===== src/rtl/sw_input_debounce.sv =====
// Slide-switch conditioner: per-bit synchronizer, debounce FSM, edge pulses, sticky change flag.
// Ports: clk_i, rst_ni, sw_raw_i, ack_i -> sw_o, rise_o, fall_o, changed_o (all registered).
module sw_input_debounce #(
  parameter int WIDTH        = 17,
  parameter int SYNC_STAGES  = 2,
  parameter int DEBOUNCE_CYC = 500000
) (
  input  logic             clk_i,
  input  logic             rst_ni,
  input  logic [WIDTH-1:0] sw_raw_i,
  input  logic             ack_i,
  output logic [WIDTH-1:0] sw_o,
  output logic [WIDTH-1:0] rise_o,
  output logic [WIDTH-1:0] fall_o,
  output logic             changed_o
);

  localparam int CNT_W = $clog2(DEBOUNCE_CYC) + 1;
  localparam logic [CNT_W-1:0] CNT_TERM = CNT_W'(DEBOUNCE_CYC - 1);
  localparam logic [CNT_W-1:0] CNT_ONE  = CNT_W'(1);

  typedef enum logic {
    ST_STABLE = 1'b0,
    ST_COUNT  = 1'b1
  } state_t;

  logic [WIDTH-1:0] r_sync [SYNC_STAGES];
  logic [WIDTH-1:0] w_sync_q;
  logic [WIDTH-1:0] r_sw;
  logic [WIDTH-1:0] r_rise;
  logic [WIDTH-1:0] r_fall;
  logic             r_changed;

  logic [WIDTH-1:0] w_sw_nx;
  logic [WIDTH-1:0] w_rise_nx;
  logic [WIDTH-1:0] w_fall_nx;

  // Plain flop chain: no logic between stages.
  always_ff @(posedge clk_i or negedge rst_ni) begin
    if (!rst_ni) begin
      for (int s = 0; s < SYNC_STAGES; s++) begin
        r_sync[s] <= '0;
      end
    end else begin
      r_sync[0] <= sw_raw_i;
      for (int s = 1; s < SYNC_STAGES; s++) begin
        r_sync[s] <= r_sync[s-1];
      end
    end
  end

  assign w_sync_q = r_sync[SYNC_STAGES-1];

  for (genvar g = 0; g < WIDTH; g++) begin : g_bit
    state_t           r_st;
    state_t           w_st_nx;
    logic [CNT_W-1:0] r_cnt;
    logic [CNT_W-1:0] w_cnt_nx;
    logic             w_mis;
    logic             w_lvl_nx;
    logic             w_rise;
    logic             w_fall;

    assign w_mis = w_sync_q[g] ^ r_sw[g];

    always_ff @(posedge clk_i or negedge rst_ni) begin
      if (!rst_ni) begin
        r_st  <= ST_STABLE;
        r_cnt <= '0;
      end else begin
        r_st  <= w_st_nx;
        r_cnt <= w_cnt_nx;
      end
    end

    always_comb begin
      w_st_nx  = r_st;
      w_cnt_nx = r_cnt;
      w_lvl_nx = r_sw[g];
      w_rise   = 1'b0;
      w_fall   = 1'b0;
      unique case (r_st)
        ST_STABLE: begin
          if (w_mis) begin
            w_st_nx  = ST_COUNT;
            w_cnt_nx = CNT_ONE;
          end else begin
            w_cnt_nx = '0;
          end
        end
        ST_COUNT: begin
          if (!w_mis) begin
            // Bounced back: drop the partial count.
            w_st_nx  = ST_STABLE;
            w_cnt_nx = '0;
          end else if (r_cnt == CNT_TERM) begin
            w_st_nx  = ST_STABLE;
            w_cnt_nx = '0;
            w_lvl_nx = w_sync_q[g];
            w_rise   = w_sync_q[g];
            w_fall   = ~w_sync_q[g];
          end else begin
            w_cnt_nx = r_cnt + CNT_ONE;
          end
        end
        default: begin
          w_st_nx  = ST_STABLE;
          w_cnt_nx = '0;
        end
      endcase
    end

    assign w_sw_nx[g]   = w_lvl_nx;
    assign w_rise_nx[g] = w_rise;
    assign w_fall_nx[g] = w_fall;
  end

  always_ff @(posedge clk_i or negedge rst_ni) begin
    if (!rst_ni) begin
      r_sw   <= '0;
      r_rise <= '0;
      r_fall <= '0;
    end else begin
      r_sw   <= w_sw_nx;
      r_rise <= w_rise_nx;
      r_fall <= w_fall_nx;
    end
  end

  // Set wins over ack so an event coinciding with ack is not lost.
  always_ff @(posedge clk_i or negedge rst_ni) begin
    if (!rst_ni) begin
      r_changed <= 1'b0;
    end else if (|(r_rise | r_fall)) begin
      r_changed <= 1'b1;
    end else if (ack_i) begin
      r_changed <= 1'b0;
    end
  end

  assign sw_o      = r_sw;
  assign rise_o    = r_rise;
  assign fall_o    = r_fall;
  assign changed_o = r_changed;

endmodule

===== config.mk =====
export PLATFORM = sky130hd
export DESIGN_NAME = sw_input_debounce
export DESIGN_NICKNAME = d
export VERILOG_FILES = /design/src/rtl/sw_input_debounce.sv
export SDC_FILE = /design/constraint.sdc
export NUM_CORES = 1
export LEC_CHECK = 0
export BUFFER_PORTS_ARGS = -buffer_cell sky130_fd_sc_hd__buf_2
export CORE_UTILIZATION = 49
export CTS_CLUSTER_SIZE = 16
export DETAILED_ROUTE_END_ITERATION = 7
export GPL_ROUTABILITY_DRIVEN = 1
export GPL_TIMING_DRIVEN = 0
export PLACE_DENSITY = 0.65
export SLEW_MARGIN = 10
export SYNTH_ARGS = -nofsm -noshare
export SYNTH_HDL_FRONTEND = slang
export SYNTH_SLANG_ARGS = --single-unit

===== constraint.sdc =====
create_clock -name clk_i -period 2.3 [get_ports clk_i]
set_input_delay 0.23 -clock clk_i [delete_from_list [all_inputs] [get_ports clk_i]]
set_output_delay 0.23 -clock clk_i [all_outputs]
set_load 0.01 [all_outputs]

# After elaboration in Yosys (flattened, before gate mapping)
# Index checks and enable logic that the tools add are counted.
# word_totals
regBits	443
inputBits	20
out_inout_bits	52
wordCells	401
# classes
n_addsub	17
eq_ne	17
mux	240
n_bitwise	52
reduce_logical	19
# op_table
cell	count
two-way mux 20 bit	34
case mux 20 bit (2 select lines)	17
adder 20 x 1 -> 20 bit, second input constant	17
== test 20 x 19 -> 1 bit, second input constant	17
two-way mux 1 bit	172
AND reduction 3 bit	17
NOT 1 bit	34
case mux 1 bit (2 select lines)	17
OR 17 bit	1
OR reduction 17 bit	1
XOR 1 bit	17
nonzero test 2 bit	1

# Logic depth before layout (Yosys ltp)
# depth
ltp_word	4
mapped_depth	7
ltp_nobuf	5

# Least setup slack after synthesis
# Ideal clock, no wire load.
# synth_path
kind	reg2reg
startpoint	reg g_bit[10].r_cnt[0]
endpoint	reg g_bit[10].r_cnt[18]
setup_ns	0.078
arrival_ns	1.938
required_time_ns	2.222
setup_slack_ns	0.284
stages_incl_launch_ff	6
synth_period_minus_slack_ns	2.016
cell_sequence	dfrtp_1 ha_1 nand4_2 or4_4 or4b_1 a21oi_1
# synth_via
elab_chain_cells	4
elab_cells_between_ends	5
cone_classes	1 x add/sub; 1 x eq/ne; 3 x mux
# synth_lines
element	line	rtl
from (decl)	57	logic [CNT_W-1:0] r_cnt;
from (signal assigned)	72	r_cnt <= w_cnt_nx;
adder 20 x 1 -> 20 bit / == test 20 x 19 -> 1 bit (equally long branches)	103, 96	
two-way mux 20 bit *	96	end else if (r_cnt == CNT_TERM) begin
two-way mux 20 bit *	92	if (!w_mis) begin
case mux 20 bit (2 select lines) *	82	unique case (r_st)
via g_bit[10].w_cnt_nx[18]	58	logic [CNT_W-1:0] w_cnt_nx;
# Mark *: on every way through the listed nets, which the timed path passes. The rest lies on a longest branch.
# A chain may end at the register's enable or synchronous reset.

# Worst setup path in the final report
# layout_path
startpoint	reg g_bit[14].r_cnt[0]
endpoint	reg g_bit[14].r_cnt[18]
# layout_via
elab_chain_cells	4
elab_cells_between_ends	5
cone_classes	1 x add/sub; 1 x eq/ne; 3 x mux
# layout_lines
element	line
from (decl)	57
from (signal assigned)	72
adder 20 x 1 -> 20 bit / == test 20 x 19 -> 1 bit (equally long branches)	103, 96
two-way mux 20 bit *	96
two-way mux 20 bit *	92
case mux 20 bit (2 select lines) *	82
via g_bit[14].w_cnt_nx[18]	58
# Marks and branches as above.

==> impl_results.md <==
* Status: complete, but fails checks
* Failing checks: DRC
* IO Port Bufs at 71
* Iter 0 DRT Violations at 881
* H-tree levels at 2
* Gr ovfl total at 0
* Required time of the critical path at 2.79 ns
* Crit path max fanout at 6
* Area grow syn2layout at 14.6%
* CP top delay family: simple AND/OR/NAND/NOR gates
* Reg-to-Reg Start: g_bit[14].r_cnt[0]
* Remaining DRCs at 8
* Post-layout net count at 2,223
* Minimum clock period at 2.20 ns
* Core Rows at 74
* CTS Buf Count at 48
* Worst Hold Slack at 0.179 ns
* Crit path buf inv count at 1
* Peak VDD IR at 507 µV
* Synthesized Nets at 2,070
* Skew-Pair Late Insertion Delay at 0.57 ns
* Synth Warn # at 0
* Largest net degree at the start of global routing at 111
* Design Power at 0.0165 W
* Placed Instance Area at 0.0216 mm²
* Reg2Reg Setup Slack at 0.10 ns
* RSZ-0062 raised after global routing: true
* Final hold vios at 0
* Clk_skew at 0.0142 ns
* Place WS at -0.128 ns
* Post-Route WL at 41,200 µm
* Sinks on Clock Net at 443
* Post-synthesis mux area share at 0.916%
* Vias/cell at 5.63
* Multi-input logic area at 0.00895 mm²
* Critical Path Source Type: flop
* Cell breakdown of the critical path: ha_1, nand4_1, or3_1, clkbuf_1, or4_1, a21oi_1
* Fin crit share at 95.4%
* Initial Utilization at 49.9%
* DPL Wire Length at 27,700 µm
* Worst path max stage delay at 0.48 ns
* Vias in the first global route at 14,849
* Syn Area/Cell at 10.1 µm²
* Worst Hold Class: in2reg
* Mapped Area at 0.0205 mm²
* Syn Inst Count at 2,033
* Leak Pwr at 9.17 nW
* Setup crit end kind: flop
* Number of library cell types mapped by synthesis at 53
* Sequential cell area fraction in the yosys report at 54.1%
* Post-synthesis xor/xnor area fraction at 9.58%
* Diode count at 0
* # setup viols final at 0
* DIE AREA at 0.0426 mm²
* Die width at 206 µm
* Worst Setup EP: g_bit[14].r_cnt[18]
* Critical R2R Capture: g_bit[14].r_cnt[18]
* Initial antenna violation count at 1
* CTS tree: done
* Post-route cell area at 0.0235 mm²
* Fillcell total at 3,569
* Share of cells above drive strength 1 at 9.95%
* Tightest Pin Transition at 0.866 ns
* Largest family of logic cells by synthesized area: simple AND/OR/NAND/NOR gates
* GRT Overall Usage at 19.9%
* Vias at 15,490
* Fin. max-slew vios at 0
* Simple-gate share of the synthesized area at 24.7%
* Worst Setup SP: g_bit[14].r_cnt[0]
* Critical path depth at 6
* R2R cell count at 6
* Fmax at 456 MHz
* FF+latch area at 0.0111 mm²
* Max-slew headroom at 41.7%
* First-pass GRT wire length at 70,300 µm
* GPL Wtd Cong at 0.849
* Top FF cell, synth: dfrtp_1
* EDFF count, synth at 0
* FF+latch count, synth at 443
* Core ar. at 0.0410 mm²
* Max Cap Viol at 0
* Clock Pin Slew Worst Setup and Hold Paths at 0.06 ns
* CTS root buffer: clkbuf_16
* CP Data Arrival Time at 2.69 ns
* I/O pin cnt at 72
* CP max stage cell: or4_1
* Setup_tns at 0 ns
* Max Buffers Root-to-Sink at 3
* Post-synth ARST share at 100%
* PnR worst setup slack at 0.105 ns
* WL/cell at 15.0 µm
* Pwr Density at 703 mW/mm²
* Adder-cell area share of the yosys netlist at 1.04%
* Drt first pass iters at 7
* Final antenna-violating net count at 0
* Die Ht at 206 µm
* WS Path Type: reg2reg
* Synth Area in Compound Gates at 7.38%
[power breakdown]
part / internal (W) / total, W / leakage, nW / switching [W]
registers: 0.00795 / 0.00810 / 6.04 / 0.000152
clock network: 0.00463 / 0.00770 / 0.771 / 0.00307
logic: 0.000224 / 0.000697 / 2.36 / 0.000473
total: 0.0128 / 0.0165 / 9.17 / 0.00369
[worst min-delay path by stage]
stage          startpoint                   to  slack, ns  depth (start not counted)
4_1_cts             ack_i            changed_o       0.14                          4
3_3_place_gp   r_sync[23]          w_sync_q[6]       0.33                          0
5_1_grt             ack_i            changed_o       0.20                          4
6_report            ack_i            changed_o       0.18                          4
3_5_place_dp       rst_ni  g_bit[13].r_cnt[19]       0.24                          1
2_1_floorplan      rst_ni            changed_o      -0.07                          0
[routing by layer]
layer	vias to the layer above	track usage [%]	routed length [µm]
met4	0	6.09	793
met1	7610	27.6	19600
met3	58	2.96	1560
met2	234	32.2	19200
li1	7588	-	-
met5	-	0	0
[state kept, by name, summed over array words and instances, names as in the netlist]
name / count
changed_o: 1
fall_o: 17
g_bit.r_cnt: 340
g_bit.r_st: 17
r_sync: 17
rise_o: 17
sw_o: 17
w_sync_q: 17
[through the flow]
step                std cells  utilization (%)
detailed placement       2640             52.7
finish                   2752             57.3
global placement         2636             52.4
global route             2752             57.3
floorplan                2033                -
CTS                      2742             57.0
[layout by cell type, fill, tap and decap left out, drive strengths merged, types with 18 or more instances in the layout]
master,count
nand3,121
nor3,53
and4,20
inv,61
o31ai,45
o21ai,72
or3,63
clkbuf,114
xor2,63
or4,65
nor4b,25
nor2,272
dfrtp,443
nor4,68
nand2,118
a21oi,102
dlygate4sd3,18
nand4,71
buf,100
xnor2,161
[cells in the mapped netlist (6+ instances only)]
master / n / area (µm²)
and2_1: 17 / 106
mux2_2: 14 / 158
ha_1: 17 / 213
or3_1: 63 / 394
nor3_1: 53 / 265
a31o_2: 6 / 52.6
inv_1: 61 / 229
xor2_1: 63 / 552
a21oi_1: 102 / 510
nand3_1: 120 / 601
o22ai_1: 17 / 106
nor2b_1: 6 / 37.5
clkbuf_1: 43 / 161
nand2_1: 118 / 443
dfrtp_1: 443 / 11100
nand4b_1: 9 / 78.8
nand4_1: 70 / 438
or2_2: 7 / 43.8
or4_1: 63 / 473
xnor2_1: 161 / 1410
nor4b_1: 25 / 219
o31ai_1: 45 / 338
nand2b_1: 14 / 87.6
buf_2: 12 / 60.1
and4_1: 20 / 175
nor4_1: 67 / 419
nor2_1: 272 / 1020
and3_1: 9 / 56.3
o21ai_0: 71 / 355
[layout make-up]
class / instances / share of cell area (%)
Sequential cell: 443 / 47.2
Multi-Input combinational cell: 1470 / 38.1
Clock buffer: 70 / 5.94
Timing Repair Buffer: 103 / 3.11
Tap cell: 532 / 2.83
Buffer: 59 / 1.08
Inverter: 61 / 0.975
Clock inverter: 14 / 0.762
[timing repair]
action,CTS,global route
gates resized for setup,4,21
pin swaps,0,7
hold buffers,18,0
endpoints found under the setup margin,38,135
endpoints found under the hold margin,91,0
setup buffers,0,10
[logic make-up after synthesis]
kind of cell | after synthesis
muxes | 17
AOI/OAI and AO/OA | 259
and+or+nand+nor | 953
xor gates and xnor gates | 224
buffers and inverters | 120
DFF | 443
adders and majority gates | 17
[tightest hold or removal path: cells and delay by family]
family,cells,cell delay (ns)
compound gates,1,0.15
simple gates,2,0.23
buf+inv,1,0.09
Power figures use the tool's default switching activity.
